`src/rtl/syncff_mchctrl_pkg.sv`:
```
// Shared definitions for the multi-channel FIFO controller.
//   Defaults for the per-channel depth and channel-count parameters.
//   Pointer helper functions for level, full and empty.
// The helpers work on a fixed-width container (PW_MAX bits).
// Callers zero-extend their ADDRB+1 bit pointers into it and pass ADDRB.
package syncff_mchctrl_pkg;

  localparam int unsigned DEF_ADDRB = 4;
  localparam int unsigned DEF_CHB   = 2;
  localparam int unsigned PW_MAX    = 16;

  // Occupancy as a modulo-2**(addrb+1) pointer difference.
  function automatic logic [PW_MAX-1:0] ptr_level_f(input logic [PW_MAX-1:0] wr,
                                                     input logic [PW_MAX-1:0] rd,
                                                     input int unsigned       addrb);
    logic [PW_MAX-1:0] mask;
    mask = (16'd1 << (addrb + 32'd1)) - 16'd1;
    return (wr - rd) & mask;
  endfunction

  // A level of exactly 2**addrb means the pointer MSBs differ and the slot bits match.
  function automatic logic ptr_full_f(input logic [PW_MAX-1:0] lvl,
                                      input int unsigned       addrb);
    return (lvl == (16'd1 << addrb));
  endfunction

  // Empty when both pointers coincide.
  function automatic logic ptr_empty_f(input logic [PW_MAX-1:0] lvl);
    return (lvl == 16'd0);
  endfunction

endpackage

```
`src/rtl/syncff_mchctrl_chptr.sv`:
```
// Per-channel pointer pair and status for one circular queue.
// Ports:
//   clk, rst           clock and synchronous active-high reset
//   inc_wr / inc_rd    advance the write / read pointer (already qualified)
//   flush              clear both pointers at the next edge (beats inc_*)
//   afthr              almost-full threshold
//   wrpnt / rdpnt      binary pointers, ADDRB+1 bits
//   level              wrpnt - rdpnt, 0..DEPTH
//   full / notempty / almost_full  status derived from the pointer registers
module syncff_mchctrl_chptr
  import syncff_mchctrl_pkg::*;
#(
  parameter int unsigned ADDRB = DEF_ADDRB
) (
  input  logic             clk,
  input  logic             rst,
  input  logic             inc_wr,
  input  logic             inc_rd,
  input  logic             flush,
  input  logic [ADDRB:0]   afthr,
  output logic [ADDRB:0]   wrpnt,
  output logic [ADDRB:0]   rdpnt,
  output logic [ADDRB:0]   level,
  output logic             full,
  output logic             notempty,
  output logic             almost_full
);

  localparam logic [ADDRB:0] PTR_ONE  = (ADDRB+1)'(1);
  localparam logic [ADDRB:0] PTR_ZERO = (ADDRB+1)'(0);

  logic [ADDRB:0]    wrpnt_q, wrpnt_d;
  logic [ADDRB:0]    rdpnt_q, rdpnt_d;
  logic [PW_MAX-1:0] level_w;

  // Next-state pointers: flush clears, otherwise step on qualified requests.
  always_comb begin
    wrpnt_d = wrpnt_q;
    rdpnt_d = rdpnt_q;
    if (flush) begin
      wrpnt_d = PTR_ZERO;
      rdpnt_d = PTR_ZERO;
    end else begin
      if (inc_wr) begin
        wrpnt_d = wrpnt_q + PTR_ONE;
      end else begin
        wrpnt_d = wrpnt_q;
      end
      if (inc_rd) begin
        rdpnt_d = rdpnt_q + PTR_ONE;
      end else begin
        rdpnt_d = rdpnt_q;
      end
    end
  end

  // Pointer registers with synchronous reset.
  always_ff @(posedge clk) begin
    if (rst) begin
      wrpnt_q <= PTR_ZERO;
      rdpnt_q <= PTR_ZERO;
    end else begin
      wrpnt_q <= wrpnt_d;
      rdpnt_q <= rdpnt_d;
    end
  end

  assign level_w     = ptr_level_f(PW_MAX'(wrpnt_q), PW_MAX'(rdpnt_q), ADDRB);
  assign level       = (ADDRB+1)'(level_w);
  assign full        = ptr_full_f(level_w, ADDRB);
  assign notempty    = ~ptr_empty_f(level_w);
  // afthr==0 is always met and afthr>DEPTH is never met, because level is 0..DEPTH.
  assign almost_full = (level >= afthr);
  assign wrpnt       = wrpnt_q;
  assign rdpnt       = rdpnt_q;

endmodule

```
`src/rtl/syncff_mchctrl.sv`:
```
// Multi-channel FIFO controller for NCH circular queues in one shared external RAM.
// The RAM address is {channel, slot}.
// Ports:
//   clk, rst                     clock, synchronous active-high reset
//   fifowr/wrch, fiford/rdch     write/read requests and their channels
//   fifoflush/flushch            per-channel flush request
//   afthr                        global almost-full threshold
//   errclr                       clears the sticky ovf/udf flags
//   write/wraddr, read/rdaddr    RAM enables and addresses (same cycle as request)
//   fifofull/notempty/almost_full per-channel status
//   lensel/fifolen               level readout of the selected channel
//   ovf/udf                      sticky overflow/underflow
module syncff_mchctrl
  import syncff_mchctrl_pkg::*;
#(
  parameter int unsigned ADDRB = DEF_ADDRB,
  parameter int unsigned CHB   = DEF_CHB
) (
  input  logic                 clk,
  input  logic                 rst,
  input  logic                 fifowr,
  input  logic [CHB-1:0]       wrch,
  input  logic                 fiford,
  input  logic [CHB-1:0]       rdch,
  input  logic                 fifoflush,
  input  logic [CHB-1:0]       flushch,
  input  logic [ADDRB:0]       afthr,
  input  logic                 errclr,
  output logic                 write,
  output logic [CHB+ADDRB-1:0] wraddr,
  output logic                 read,
  output logic [CHB+ADDRB-1:0] rdaddr,
  output logic [(1<<CHB)-1:0]  fifofull,
  output logic [(1<<CHB)-1:0]  notempty,
  output logic [(1<<CHB)-1:0]  almost_full,
  input  logic [CHB-1:0]       lensel,
  output logic [ADDRB:0]       fifolen,
  output logic                 ovf,
  output logic                 udf
);

  localparam int unsigned NCH = 1 << CHB;

  logic [ADDRB:0] wrpnt_s [NCH];
  logic [ADDRB:0] rdpnt_s [NCH];
  logic [ADDRB:0] level_s [NCH];
  logic [NCH-1:0] inc_wr_s, inc_rd_s, flush_s;
  logic           wr_flushed_s, rd_flushed_s;
  logic           ovf_set_s, udf_set_s;
  logic           ovf_q, ovf_d, udf_q, udf_d;

  // A flush on the requested channel silently cancels the request.
  assign wr_flushed_s = fifoflush & (flushch == wrch);
  assign rd_flushed_s = fifoflush & (flushch == rdch);

  // Acceptance uses pre-cycle status only, so same-channel write/read never bypass.
  assign write = ~rst & fifowr & ~fifofull[wrch] & ~wr_flushed_s;
  assign read  = ~rst & fiford & notempty[rdch]  & ~rd_flushed_s;

  assign wraddr  = {wrch, ADDRB'(wrpnt_s[wrch])};
  assign rdaddr  = {rdch, ADDRB'(rdpnt_s[rdch])};
  assign fifolen = level_s[lensel];

  assign ovf_set_s = fifowr & fifofull[wrch]  & ~wr_flushed_s;
  assign udf_set_s = fiford & ~notempty[rdch] & ~rd_flushed_s;

  // Per-channel decode of accepted requests and flushes.
  always_comb begin
    inc_wr_s = '0;
    inc_rd_s = '0;
    flush_s  = '0;
    for (int i = 0; i < NCH; i++) begin
      inc_wr_s[i] = write & (wrch == CHB'(i));
      inc_rd_s[i] = read & (rdch == CHB'(i));
      flush_s[i]  = fifoflush & (flushch == CHB'(i));
    end
  end

  for (genvar g = 0; g < NCH; g++) begin : g_ch
    syncff_mchctrl_chptr #(
      .ADDRB(ADDRB)
    ) u_chptr (
      .clk        (clk),
      .rst        (rst),
      .inc_wr     (inc_wr_s[g]),
      .inc_rd     (inc_rd_s[g]),
      .flush      (flush_s[g]),
      .afthr      (afthr),
      .wrpnt      (wrpnt_s[g]),
      .rdpnt      (rdpnt_s[g]),
      .level      (level_s[g]),
      .full       (fifofull[g]),
      .notempty   (notempty[g]),
      .almost_full(almost_full[g])
    );
  end

  // Sticky error flags: a new event wins over a same-cycle clear.
  always_comb begin
    ovf_d = ovf_q;
    udf_d = udf_q;
    if (ovf_set_s) begin
      ovf_d = 1'b1;
    end else if (errclr) begin
      ovf_d = 1'b0;
    end else begin
      ovf_d = ovf_q;
    end
    if (udf_set_s) begin
      udf_d = 1'b1;
    end else if (errclr) begin
      udf_d = 1'b0;
    end else begin
      udf_d = udf_q;
    end
  end

  // Error flag registers.
  always_ff @(posedge clk) begin
    if (rst) begin
      ovf_q <= 1'b0;
      udf_q <= 1'b0;
    end else begin
      ovf_q <= ovf_d;
      udf_q <= udf_d;
    end
  end

  assign ovf = ovf_q;
  assign udf = udf_q;

endmodule

```
`config.mk`:
```
export PLATFORM = sky130hd
export DESIGN_NAME = syncff_mchctrl
export DESIGN_NICKNAME = d
export VERILOG_FILES = /design/src/rtl/syncff_mchctrl_pkg.sv /design/src/rtl/syncff_mchctrl_chptr.sv /design/src/rtl/syncff_mchctrl.sv
export SDC_FILE = /design/constraint.sdc
export NUM_CORES = 1
export LEC_CHECK = 0
export CORE_AREA = 2 2 86 88
export CTS_BUF_LIST = sky130_fd_sc_hd__clkbuf_4 sky130_fd_sc_hd__clkbuf_8
export DETAILED_ROUTE_END_ITERATION = 12
export DIE_AREA = 0 0 88 90
export MAX_ROUTING_LAYER = met4
export PLACE_DENSITY = 0.85
export SLEW_MARGIN = 20
export SYNTH_ARGS = -nofsm -noshare
export SYNTH_HDL_FRONTEND = slang
export SYNTH_SLANG_ARGS = --single-unit
```
`constraint.sdc`:
```
create_clock -name clk -period 3.8 [get_ports clk]
set_input_delay 1.14 -clock clk [delete_from_list [all_inputs] [get_ports clk]]
set_output_delay 1.14 -clock clk [all_outputs]
set_load 0.02 [all_outputs]
```
==> results by group <==
Outcome
  • Outcome: finished with violations
  • Failing checks: negative setup slack

Global routing
  • Total global routing overflow: 0
  • GR Util All Layers: 30.3%
  • Vias in the first global route: 3931
  • Largest net degree at the start of global routing: 17
  • Antenna violations before repair: 0
  • First-pass GRT wire length: about 18 mm

Final layout
  • Layout area overhead: 35.4%
  • Share of cells above drive strength 1: 28.2%
  • Nets: 637
  • Ant. Diodes: 0
  • Design Area, Final: 0.00535 mm²
  • Post-Route Utilization: between 70% and 80%

Die
  • Die ar.: slightly below 0.008 mm²
  • # IOs: 52
  • Chip height: 90 µm
  • Initial Util: a little under three fifths
  • Die X-Extent: 88 µm
  • Core ar.: roughly 0.007 mm²
  • Row Count: 31

Synth
  • Post-synthesis sequential area ratio: between 20% and 30%
  • Synth Area in Compound Gates: 13.3%
  • Post-synth EDFFs: 0
  • Async S/R FF share, synth: 0%
  • Synthesized Nets: 525
  • XOR/XNOR Fraction of Synth Area: 4.30%
  • Synth Register Bits: between 40 and 50
  • Share of the synthesized area in the top cell type: 21.3%
  • Synthesized-area fraction occupied by and/or/nand/nor cells: roughly 23%
  • Cells after synthesis: 458
  • Largest family of logic cells by synthesized area: simple AND/OR/NAND/NOR gates
  • Syn Std Cell Area: 0.00395 mm²
  • Post-synthesis average cell area: 8.63 µm²
  • Synth top cells by count: 53 x nand2_1, 44 x ha_1, 42 x dfxtp_1
  • Yosys cell types: 48
  • Multiplexer area fraction after synthesis: 14.7%
  • YS warnings: 0
  • Commonest register cell after synthesis: dfxtp_1
  • Area leader, netlist: dfxtp_1
  • Synthesized-area fraction occupied by adder cells: 15.9%
  • Largest cells by area after synthesis: dfxtp_1 21%, ha_1 14%, mux2i_1 8.1%, mux4_2 6.3%, nand2_1 5.0%
  • Top-count cell post-synth: nand2_1

STA
  • Max-slew violations: 0
  • Final setup TNS: -13.3 ps
  • Period utilization: 100%
  • Post-route setup slack: -13.3 ps
  • Clock Skew: 9.74 ps
  • RSZ-0062 raised after global routing: yes
  • Worst Tran Pin Value: roughly 660 ps
  • Final setup viols: 1
  • Slew margin rel.: 55.8%
  • Endpoints failing hold: 0
  • Minimum clock period: around 3800 ps
  • Max Fclk: 0.262 GHz

Clock tree
  • H-tree depth: 2
  • Clk_lat worst skew: approximately 300 ps
  • Longest Clk Path Bufs: 2
  • CTS tree: yes
  • Clock root buffer: clkbuf_8
  • Clock sink count: 42
  • Num CTS Buffers: 5
  • Clk slew on worst S/H paths: 90 ps
  • Hold_buf cts: 0

Place
  • DP Wirelength: 8.88 mm
  • Routability cong.: 0.981
  • I/O Buffers: 51
  • Placed inst area: 0.00499 mm²

Route
  • Routed via count: 3948
  • Final wirelength: 11.7 mm
  • Wl on met1: 4.56 mm
  • DR WL met3: 934 µm
  • Via density: between 5 and 6
  • Detail Route Antenna Nets: 0
  • DR WL/cell: 17.5 µm
  • First DRT Iteration DRCs: 431
  • DRC viols: 0
  • Met2 wire len: ~5.9 mm
  • TritonRoute pass-1 iters: 5
  • Top Layer Used: met4

Worst setup path
  • Req. time, crit path: 2660 ps
  • Startpoint types: register
  • Crit Path Max Fanout: 3
  • Worst EP arrival: about 2700 ps
  • Setup crit end kind: output port
  • Kind of critical path: register to output port

Pwr
  • Leak pwr: 0.00256 µW
  • Power per cell area: 237 mW/mm²
  • Peak VDD IR: approximately 0.23 mV

Run
  • Max-Cap Viols: 0

Worst hold path
  • Hold Crit Class: register to register
-- sequential cells by signal, indices dropped and copies added, names as in the netlist --
name and flops:
g_ch.u_chptr.rdpnt 20, g_ch.u_chptr.wrpnt 20, ovf 1, udf 1
-- report_power, final --
part | total (µW) | switching, µW | internal (µW) | leakage, µW
Combinational | 375 | 193 | 182 | 0.00214
Sequential | 450 | 3.95 | 446 | 0.000341
Clock | 444 | 163 | 280 | 0.0000714
-- per-layer routing --
layer | GRT usage (%) | vias up
met5 | - | -
met4 | 10.0 | 0
met3 | 2.94 | 31
met2 | 51.6 | 212
met1 | 37.0 | 1854
li1 | - | 1851
-- stage by stage --
stage,total power (µW),std cells,hold WS (ps),setup WS [ps]
after floorplan,647,458,433,189
after global placement,787,655,446,-551
after detailed placement,796,655,446,-581
after CTS,1240,666,468,1.40
after global routing,1310,670,494,-96.3
final,1270,670,468,-13.3
-- layout make-up --
type / count / area (µm²)
clock buffers: 6 / 82.6
clock inverters: 2 / 60.1
fillers: 469 / 1670
inverters: 32 / 120
multi-input cells: 353 / 3020
flip-flops and latches: 42 / 846
well taps: 99 / 124
repair buffers: 136 / 1100
-- final timing paths --
check,end,from,depth (start not counted),slack (ps)
max,read,g_ch[2].u_chptr.wrpnt[0],12,-10
min reg2reg,g_ch[3].u_chptr.rdpnt[2],g_ch[3].u_chptr.rdpnt[2],1,470
min,g_ch[3].u_chptr.rdpnt[2],g_ch[3].u_chptr.rdpnt[2],1,470
max reg2reg,g_ch[2].u_chptr.wrpnt[4],g_ch[1].u_chptr.wrpnt[0],12,830
-- worst max-delay path, cell delays in order, from the launching register on --
cell and delay (ps):
dfxtp_2 340, inv_1 60, ha_1 190, inv_1 70, fa_2 450, nand3b_1 190, a211oi_2 250, buf_4 160
o2bb2ai_4 90, a22o_4 270, nor2_4 110, nor2_1 40, buf_2 150
-- cell families after synthesis --
group / Yosys count
flops: 42
simple gates: 170
xor+xnor: 16
buf+inv: 63
compound gates: 75
mux: 44
fa+ha+maj: 48
-- cell usage in the layout (no fill, tap or decap), types with 4 or more instances in the layout --
cell / count
nor2b_1: 7
a21oi_1: 7
o21a_1: 4
a21o_1: 8
nor2_1: 16
dlygate4sd2_1: 20
mux4_2: 11
a21oi_2: 6
inv_1: 30
dfxtp_2: 4
nand2b_1: 9
xor2_2: 4
nand3_1: 21
buf_4: 86
clkdlybuf4s50_1: 18
and2_1: 8
dfxtp_1: 38
nand3b_1: 10
a211oi_2: 4
nand2_1: 53
mux2i_1: 32
nor3_1: 11
xnor2_1: 4
o211ai_1: 8
ha_1: 41
and3_1: 5
clkbuf_8: 6
xor2_1: 8
nand4_1: 10
o21ai_1: 16
-- repair_timing --
item,in CTS,in global routing
gates resized for setup,77,35
setup endpoints to repair,27,8
pin swaps,7,11
setup buffers,3,4
No activity file was read; power rests on OpenSTA's default activity.
